==> src/rtl/bus_arb_pkg.sv <==
// Shared types and constants for the four-requester round-robin bus arbiter.
package bus_arb_pkg;

  localparam int unsigned NUM_REQ = 4;
  localparam int unsigned ID_W    = 2;

  typedef enum logic [0:0] {
    IDLE,
    OWNED
  } arb_state_e;

  function automatic logic [NUM_REQ-1:0] id_to_onehot(input logic [ID_W-1:0] id);
    return NUM_REQ'(1) << id;
  endfunction

endpackage

==> src/rtl/rr_pick.sv <==
// Combinational round-robin picker: first set bit of req searching upward from ptr, wrapping.
module rr_pick
  import bus_arb_pkg::*;
(
  input  logic [NUM_REQ-1:0] req,
  input  logic [ID_W-1:0]    ptr,
  output logic               hit,
  output logic [ID_W-1:0]    idx
);

  logic [ID_W-1:0] cand;

  // Walk from the farthest offset down so the closest match to ptr wins last.
  always_comb begin
    hit  = 1'b0;
    idx  = ptr;
    cand = ptr;
    for (int i = NUM_REQ - 1; i >= 0; i--) begin
      cand = ptr + ID_W'(i);
      if (req[cand]) begin
        hit = 1'b1;
        idx = cand;
      end
    end
  end

endmodule

==> src/rtl/bus_arbiter.sv <==
// Round-robin arbiter for four requesters with a registered shared data path.
// Optional hold-limit preemption is built when BUS_ARB_TIMEOUT_EN is defined.
module bus_arbiter
  import bus_arb_pkg::*;
#(
  parameter int unsigned DW       = 8,
  parameter int unsigned HOLD_MAX = 8
) (
  input  logic                 clk,
  input  logic                 rst_n,
  input  logic [NUM_REQ-1:0]   req,
  input  logic [DW-1:0]        din0,
  input  logic [DW-1:0]        din1,
  input  logic [DW-1:0]        din2,
  input  logic [DW-1:0]        din3,
  output logic [NUM_REQ-1:0]   grant,
  output logic [ID_W-1:0]      sel,
  output logic                 busy,
  output logic [DW-1:0]        dout,
  output logic                 dout_valid,
  output logic                 timeout
);

  arb_state_e         state_q, state_d;
  logic [NUM_REQ-1:0] grant_q, grant_d;
  logic [ID_W-1:0]    sel_q, sel_d;
  logic [ID_W-1:0]    ptr_q, ptr_d;
  logic [DW-1:0]      dout_q, dout_d;
  logic               dout_valid_q, dout_valid_d;

  logic [NUM_REQ-1:0] pick_req;
  logic               pick_hit;
  logic [ID_W-1:0]    pick_idx;
  logic               take, go_idle, hold_limit, limit_hit;
  logic [DW-1:0]      din_sel;

  // Current owner is masked out so the picker only ever offers a different requester.
  assign pick_req = req & ~grant_q;

  rr_pick u_rr_pick (
    .req (pick_req),
    .ptr (ptr_q),
    .hit (pick_hit),
    .idx (pick_idx)
  );

  always_comb begin
    state_d    = state_q;
    grant_d    = grant_q;
    sel_d      = sel_q;
    ptr_d      = ptr_q;
    take       = 1'b0;
    go_idle    = 1'b0;
    hold_limit = 1'b0;
    unique case (state_q)
      IDLE: take = pick_hit;
      OWNED: begin
        if (!req[sel_q]) begin
          take    = pick_hit;
          go_idle = !pick_hit;
        end else begin
          hold_limit = limit_hit && pick_hit;
        end
      end
      default: go_idle = 1'b1;
    endcase

    if (take || hold_limit) begin
      state_d = OWNED;
      grant_d = id_to_onehot(pick_idx);
      sel_d   = pick_idx;
      ptr_d   = pick_idx + ID_W'(1);
    end else if (go_idle) begin
      state_d = IDLE;
      grant_d = '0;
    end
  end

  always_comb begin
    din_sel = din0;
    unique case (sel_q)
      2'd0: din_sel = din0;
      2'd1: din_sel = din1;
      2'd2: din_sel = din2;
      2'd3: din_sel = din3;
      default: din_sel = din0;
    endcase
  end

  always_comb begin
    dout_d       = dout_q;
    dout_valid_d = |grant_q;
    if (|grant_q) begin
      dout_d = din_sel;
    end
  end

  always_ff @(posedge clk or negedge rst_n) begin
    if (!rst_n) begin
      state_q      <= IDLE;
      grant_q      <= '0;
      sel_q        <= '0;
      ptr_q        <= '0;
      dout_q       <= '0;
      dout_valid_q <= 1'b0;
    end else begin
      state_q      <= state_d;
      grant_q      <= grant_d;
      sel_q        <= sel_d;
      ptr_q        <= ptr_d;
      dout_q       <= dout_d;
      dout_valid_q <= dout_valid_d;
    end
  end

`ifdef BUS_ARB_TIMEOUT_EN
  logic [7:0] hold_cnt_q, hold_cnt_d;
  logic       timeout_q, timeout_d;

  assign limit_hit = (hold_cnt_q >= 8'(HOLD_MAX));

  // Counter saturates at the limit so a late competing request preempts on its first cycle.
  always_comb begin
    hold_cnt_d = hold_cnt_q;
    timeout_d  = hold_limit;
    if (take || hold_limit) begin
      hold_cnt_d = 8'd1;
    end else if (go_idle) begin
      hold_cnt_d = 8'd0;
    end else if ((state_q == OWNED) && (hold_cnt_q < 8'(HOLD_MAX))) begin
      hold_cnt_d = hold_cnt_q + 8'd1;
    end
  end

  always_ff @(posedge clk or negedge rst_n) begin
    if (!rst_n) begin
      hold_cnt_q <= 8'd0;
      timeout_q  <= 1'b0;
    end else begin
      hold_cnt_q <= hold_cnt_d;
      timeout_q  <= timeout_d;
    end
  end

  assign timeout = timeout_q;
`else
  logic [7:0] unused_hold_max;

  assign unused_hold_max = 8'(HOLD_MAX);
  assign limit_hit       = 1'b0;
  assign timeout         = 1'b0;
`endif

  assign grant      = grant_q;
  assign sel        = sel_q;
  assign busy       = |grant_q;
  assign dout       = dout_q;
  assign dout_valid = dout_valid_q;

endmodule

==> config.mk <==
export PLATFORM = sky130hd
export DESIGN_NAME = bus_arbiter
export DESIGN_NICKNAME = d
export VERILOG_FILES = /design/src/rtl/bus_arb_pkg.sv /design/src/rtl/rr_pick.sv /design/src/rtl/bus_arbiter.sv
export SDC_FILE = /design/constraint.sdc
export NUM_CORES = 1
export LEC_CHECK = 0
export BUFFER_PORTS_ARGS = -buffer_cell sky130_fd_sc_hd__buf_4
export CORE_MARGIN = 3
export CORE_UTILIZATION = 41
export CTS_BUF_LIST = sky130_fd_sc_hd__clkbuf_4 sky130_fd_sc_hd__clkbuf_8 sky130_fd_sc_hd__clkbuf_16
export DETAILED_ROUTE_END_ITERATION = 8
export HOLD_SLACK_MARGIN = 0.05
export PLACE_DENSITY = 0.75
export SLEW_MARGIN = 15
export SYNTH_ARGS = -nofsm -noshare
export SYNTH_HDL_FRONTEND = slang
export SYNTH_SLANG_ARGS = --single-unit
==> constraint.sdc <==
create_clock -name clk -period 2.1 [get_ports clk]
set_clock_uncertainty 0.1 [all_clocks]
set_input_delay 0.42 -clock clk [delete_from_list [all_inputs] [get_ports clk]]
set_output_delay 0.42 -clock clk [all_outputs]
set_load 0.02 [all_outputs]
==> results of run 1 <==
[stage by stage]
step	area [sq um]	utilization	worst slack (ns)	hold WS, ns	std cells
after CTS	1600	0.632	0.236	0.418	167
after global routing	1600	0.632	0.134	0.431	167
after global placement	1550	0.614	0.324	0.203	162
after detailed placement	1550	0.614	0.199	0.201	162
after floorplan	1110	-	0.325	0.0244	79
final	1600	0.632	0.252	0.416	167
[critical path, delay by kind of cell (launching register included)]
kind,cells,cell delay [ns]
AOI/OAI and AO/OA,3,0.83
DFF,1,0.47
and+or+nand+nor,1,0.27
buffers and inverters,1,0.07
[final cells by class]
type	count	area, sq um
clock buffers	4	36.3
multi-input cells	55	629
fillers	213	927
well taps	30	37.5
flip-flops and latches	18	450
repair buffers	57	430
inverters	3	11.3
[logic make-up after synthesis]
kind of cell | Yosys count | share of synthesized area
AND/OR/NAND/NOR | 19 | 0.123
flip-flops | 18 | 0.404
AO/OA/AOI/OAI | 17 | 0.140
multiplexers | 17 | 0.290
buffers and inverters | 6 | 0.0314
XOR/XNOR | 1 | 0.00786
other | 1 | 0.00336
[registers in the layout (all words and copies together) (netlist names)]
name / count
dout_valid: 1
dout: 8
grant: 4
sel: 2
ptr_q: 2
state_q: 1
[cell usage in the layout (no fill, tap or decap), types with 2 or more instances in the layout]
cell type   n
o21ai_1     2
nand2b_1    2
dfrtp_1    18
clkbuf_4    3
o21ai_2     3
mux4_1      8
buf_4      56
nand2_1     4
a32o_1      2
mux2_2      8
nand2_2     3
a21o_1      2
inv_2       2
[metal layers]
layer,part of all wire,global-route usage,up-vias
li1,-,-,425
met1,0.34,0.184,439
met2,0.59,0.329,40
met3,0.049,0.0379,9
met4,0.024,0.0662,0
met5,0,0,-
[path summary, 6_finish.rpt]
kind / startpoint / to / cells past startpoint
max: grant[3] / grant[0] / 5
min: rst_n / grant[0] / 2
max reg2reg: grant[3] / grant[0] / 5
min reg2reg: dout[7] / dout[7] / 1
max in group asynchronous: rst_n / dout[1] / 2
min in group clk: dout[7] / dout[7] / 1
[power by group through the flow]
| stage | registers, mW | logic [mW] | clock network (mW) |
|---|---|---|---|
| final | 0.691 | 1.39 | 0.215 |
| after global routing | 0.709 | 1.50 | 0.232 |
| after CTS | 0.691 | 1.41 | 0.220 |
| after detailed placement | 0.699 | 1.40 | 0 |
| after global placement | 0.686 | 1.36 | 0 |
| after floorplan | 0.800 | 0.820 | 0 |
==> results.txt, run 1 <==
- Power per unit of standard cell area: 1440 nW/um^2
- Total setup violations reported at the end of the flow: 0
- WL/cell: 16.7 microns
* Antenna violations before repair: 0
* Post-CTS setup buffer count: 0
* Placed wire-length estimate: 2.31 mm
- RD Place Congestion: 0.921
- For this run, the detailed router's first-pass iteration total came to 4.
* Critical path startpoint category: flip-flop
- Yosys attributes the largest share of cell area to dfrtp_1 (40%), mux4_1 (19%), mux2_2 (8.1%), a221oi_4 (2.4%), o21ai_2 (2.4%).
- Number of CTS-inserted buffers: 3
* Hold-fix buffer count after cts: 1
* Max capacitance violation total: 0
- For this run, the register share of the synthesized area comes to 0.404.
- Clock tree synthesis selected as its root buffer the cell clkbuf_4.
- Critical Path AT: 1.94 ns
* Endpoints failing hold: 0
- Largest vdd supply drop: 0.00103 V
- Worst Setup End Kind: flip-flop
- Area growth syn-to-layout: 43.1%
* Achievable clock frequency: 541 MHz
* Floorplan row count: 18
- Starting Density: 0.442
- Among all flip-flop cells after synthesis, the most frequent one is dfrtp_1.
- Sequence of cells on the critical path: nor2b_1 -> o22ai_1 -> a221oi_4 -> inv_2 -> a32o_1
- Sequential power share: 0.300
- Clock Pin Slew Worst Setup and Hold Paths: 0.10 ns
- Final period utilization: 0.880
- The number of max-slew violations in the final report came to 0.
- Grt total ovfl: 0
* Switching share of power: 0.411
- Of the post-synthesis cell area, the dominant cell type holds 0.404.
- In this run, distinct cell masters in the synthesized netlist total 36.
* Number of nets still failing antenna checks after routing: 0
- The final route contains 913 vias.
- 55 I/O pins were placed.
- Share of total power in combinational logic: 0.606
- Number of sinks on the clock net: 18
* Via count of the first global-routing pass: 972
- Post-synthesis sequential element count: 18
- Setup repair after global routing left no endpoint under its margin.
- Netlist area before placement: 1110 sq um
- Top fanout value on the critical path: 5
* Tightest Hold Check Type: in -> async
- Global-route wire length before repair: 4.42 mm
- In the final layout, the share of cells above drive strength 1 is 0.620.
* Longest Clk Path Bufs: 2
- The die covers 3380 sq um.
- Total design power: 2.30 mW
* Largest net degree at the start of global routing: 19
- # H-tree levels: 1
- I/O Buffers: 53
- Via density per instance: 5.47
* Floorplan die height: 58.1 microns
- Number of synthesis warnings: 0
- The flow ran to the end, and the final reports show no timing, DRC or antenna violations.
* Leading area contributor after synthesis: dfrtp_1
- Count of unresolved DRC violations after routing: 0
* Post-layout nets: 176
- Leakage power summed over all cells: 0.756 nW
- The worst setup path is of the reg -> reg kind.
- For this block, the routed nets add up to 2.80 mm of wire.
- On the worst path, the slowest cell contributes a delay of 0.47 ns.
* Post-Synthesis Net Count: 117
* Net switching power: 0.944 mW
- For flop-to-flop paths, the worst setup slack is 0.25 ns.
- The first routing iteration left 23 violations.
* Horizontal die dimension: 58.1 microns
- Setup total negative slack on the finished layout was measured at 0 ns.
* Fraction of registers with async set or reset after synthesis: 1.00
- The total area inside the core boundary comes to 2520 sq um.
- Cell with the largest stage delay on the worst path: dfrtp_1
* Overall track demand over capacity in global routing: 0.173
- Clock network fraction of total power: 0.094
* Cells after Synth: 79
* Post-synth EDFFs: 0
* Clock tree from TritonCTS: built
* Average footprint of a synthesized cell: 14.1 sq um
- Post-cts gate resize count: 0
- Top-count cell post-synth: dfrtp_1
- The number of antenna diodes in the final layout is 0.
* Time the worst path needs with I/O delays and setup: 1.85 ns
- The clock reaches the later pin of the worst-skew pair after 0.30 ns.
- In the synthesized netlist, the cells that appear most often are dfrtp_1 (18), mux2_2 (8), mux4_1 (8), nand2_1 (4).
- Crit path required time: 2.20 ns
* Cell-internal power: 1.35 mW
(Power assumes the default switching activity.)
==> inputs of run 2 (changes only) <==
--- a/config.mk
+++ b/config.mk
@@ -6,7 +6,7 @@
 export NUM_CORES = 1
 export LEC_CHECK = 0
 export BUFFER_PORTS_ARGS = -buffer_cell sky130_fd_sc_hd__buf_4
-export CORE_MARGIN = 3
+export CORE_MARGIN = 2
 export CORE_UTILIZATION = 41
 export CTS_BUF_LIST = sky130_fd_sc_hd__clkbuf_4 sky130_fd_sc_hd__clkbuf_8 sky130_fd_sc_hd__clkbuf_16
 export DETAILED_ROUTE_END_ITERATION = 8
==> results.txt, run 2 (same netlist as run 1, synthesis figures left out) <==
* Critical Path AT: 1.33 ns (was 1.94 ns)
* Post-layout nets: 177 (was 176)
- Count of unresolved DRC violations after routing: 0 (unchanged)
- Achievable clock frequency: 541 MHz (about the same)
- The maximum fanout along the worst path came to 4 (was 5).
* Number of sinks on the clock net: 18 (unchanged)
- The horizontal extent of the die was 56.1 microns (was 58.1 microns).
- The deepest clock path buffer count came to 2 (unchanged).
- The number of filler instances in the final layout was 212 (was 213).
- The reported max-cap violation count is 0 (unchanged).
- Run status: finished clean (unchanged).
- The peak supply drop came to 0.000837 V (was 0.00103 V).
* Finished Layout Cells: 168 (was 167)
- The CTS root buffer was clkbuf_4 (unchanged).
- Placement-stage cell area: 1560 sq um (was 1550 sq um)
* Leakage power summed over all cells: 0.761 nW (was 0.756 nW)
- Via total after detailed routing: 907 (was 913)
* Via count of the first global-routing pass: 978 (was 972)
- Antenna violations before repair: 0 (unchanged)
* Grt total ovfl: 0 (unchanged)
- The cell row count came to 18 (unchanged).
- The number of antenna diodes was 0 (unchanged).
* Reg2Reg Launch Point: grant[3] (unchanged)
* Commonest cells after routing, fill and taps aside: buf_4 (57), dfrtp_1 (18), mux4_1 (8), mux2_2 (8), nand2_1 (4) (was buf_4 (56), dfrtp_1 (18), mux4_1 (8), mux2_2 (8), nand2_1 (4))
* Post-Route WL: 2.58 mm (was 2.80 mm)
* Area growth syn-to-layout: 43.8% (was 43.1%)
- Kind of critical path: reg -> out (was reg -> reg)
- The depth of the worst register-to-register path is 5 (unchanged).
- Number of CTS-inserted buffers: 3 (unchanged)
- Most frequent standard cell in the layout excluding fill and tap cells: buf_4 (unchanged)
- Unrepaired setup endpoints after global routing: no (unchanged).
- Starting Density: 0.442 (unchanged)
- # IOs: 55 (unchanged)
- Floorplan die height: 56.1 microns (was 58.1 microns)
- The area of the multi-input gates is 629 sq um (unchanged).
- The TritonCTS clock tree is built (unchanged).
- Largest net degree at the start of global routing: 19 (unchanged)
- The first-pass GRT wire length was 4.36 mm (was 4.42 mm).
- The capture point of the worst reg-to-reg path was grant[0] (unchanged).
- The via-per-instance ratio is 5.40 (was 5.47).
- Total setup violations reported at the end of the flow: 0 (unchanged)
- The cell count after placement came to 163 (was 162).
- The number of max-slew violations in the final report was 0 (unchanged).
- I/O Buffers: 53 (unchanged)
* Overall track demand over capacity in global routing: 0.175 (was 0.173)
* Non-Filler Cell Area, Final: 1600 sq um (about the same)
- Tightest Hold Check Type: in -> async (unchanged)
- The global placer's final weighted congestion came to 0.810 (was 0.921).
- Hold-fix buffer count after cts: 1 (unchanged)
- The minimum clock period after layout was 1.85 ns (about the same).
- The required time of the worst setup path was 1.58 ns (was 2.20 ns).
- Final period utilization: 0.880 (about the same)
* Clock insertion delay at the later pin of the skew report: 0.30 ns (about the same)
* Ratio of cells with drive above 1 in the final layout: 0.623 (was 0.620)
- The per-cell routed wire length was 15.4 microns (was 16.7 microns).
- Power per unit of standard cell area: 1440 nW/um^2 (about the same)
- Critical path startpoint category: flip-flop (unchanged)
- The post-CTS setup repair buffer count came to 0 (unchanged).
- The count of nets left with antenna violations after detail routing was 0 (unchanged).
* Clock Pin Slew Worst Setup and Hold Paths: 0.11 ns (was 0.10 ns)
- The area used by sequential logic in the layout was 450 sq um (unchanged).
- Endpoints failing hold: 0 (unchanged)
- # H-tree levels: 1 (unchanged)
- Worst Setup End Kind: primary output (was flip-flop)
* Area of the placeable core: 2520 sq um (unchanged)
* Starting DRC count in detailed routing: 29 (was 23)
- Area enclosed by the die boundary: 3150 sq um (was 3380 sq um)
- The count of instances resized after the clock tree is built is 0 (unchanged).
- Flip-flop count of the largest register after layout: 8 (unchanged)
- The summed negative setup slack over all endpoints is 0 ns (unchanged).
- First-pass detailed-route iteration total: 4 (unchanged)
- Register-to-register setup slack: 0.31 ns (was 0.25 ns)
## run 2: how the worst max path moves through the flow
stage             start        to  slack [ns]  cells after the start
4_1_cts        grant[1]      busy        0.25                      3
3_3_place_gp     req[3]  grant[0]        0.32                      6
2_1_floorplan    sel[1]  ptr_q[0]        0.32                      6
3_5_place_dp     req[3]  grant[0]        0.27                      6
5_1_grt        grant[3]  grant[0]        0.19                      5
6_report       grant[1]      busy        0.25                      3
## run 2: per-stage QoR
stage | util | setup slack, ns | hold WS, ns | power (mW)
finish | 0.635 | 0.252 | 0.413 | 2.30
global route | 0.635 | 0.187 | 0.424 | 2.45
CTS | 0.635 | 0.252 | 0.417 | 2.32
detailed placement | 0.617 | 0.272 | 0.208 | 2.10
global placement | 0.617 | 0.322 | 0.199 | 2.06
floorplan | - | 0.325 | 0.0244 | 1.62
## run 2: critical path: stages (launching register included)
cell	delay, ns
dfrtp_1	0.46
nor4_4	0.31
inv_1	0.09
buf_4	0.16
## run 2: area by class of cell
class                   count  area share
clock buffers               4      0.0226
inverters                   3     0.00703
multi-input cells          55       0.393
flip-flops and latches     18       0.281
well taps                  30      0.0234
repair buffers             58       0.273
## run 2: report_power, final
group,switching [mW],internal (mW)
clock,0.112,0.106
sequential,0.137,0.512
combinational,0.685,0.751
## run 2: routing by layer
layer,global-route usage,share of wire,vias to the layer above
li1,-,-,428
met5,0,0,-
met3,0.0465,0.042,8
met2,0.306,0.53,26
met4,0.0612,0.022,0
met1,0.206,0.41,445
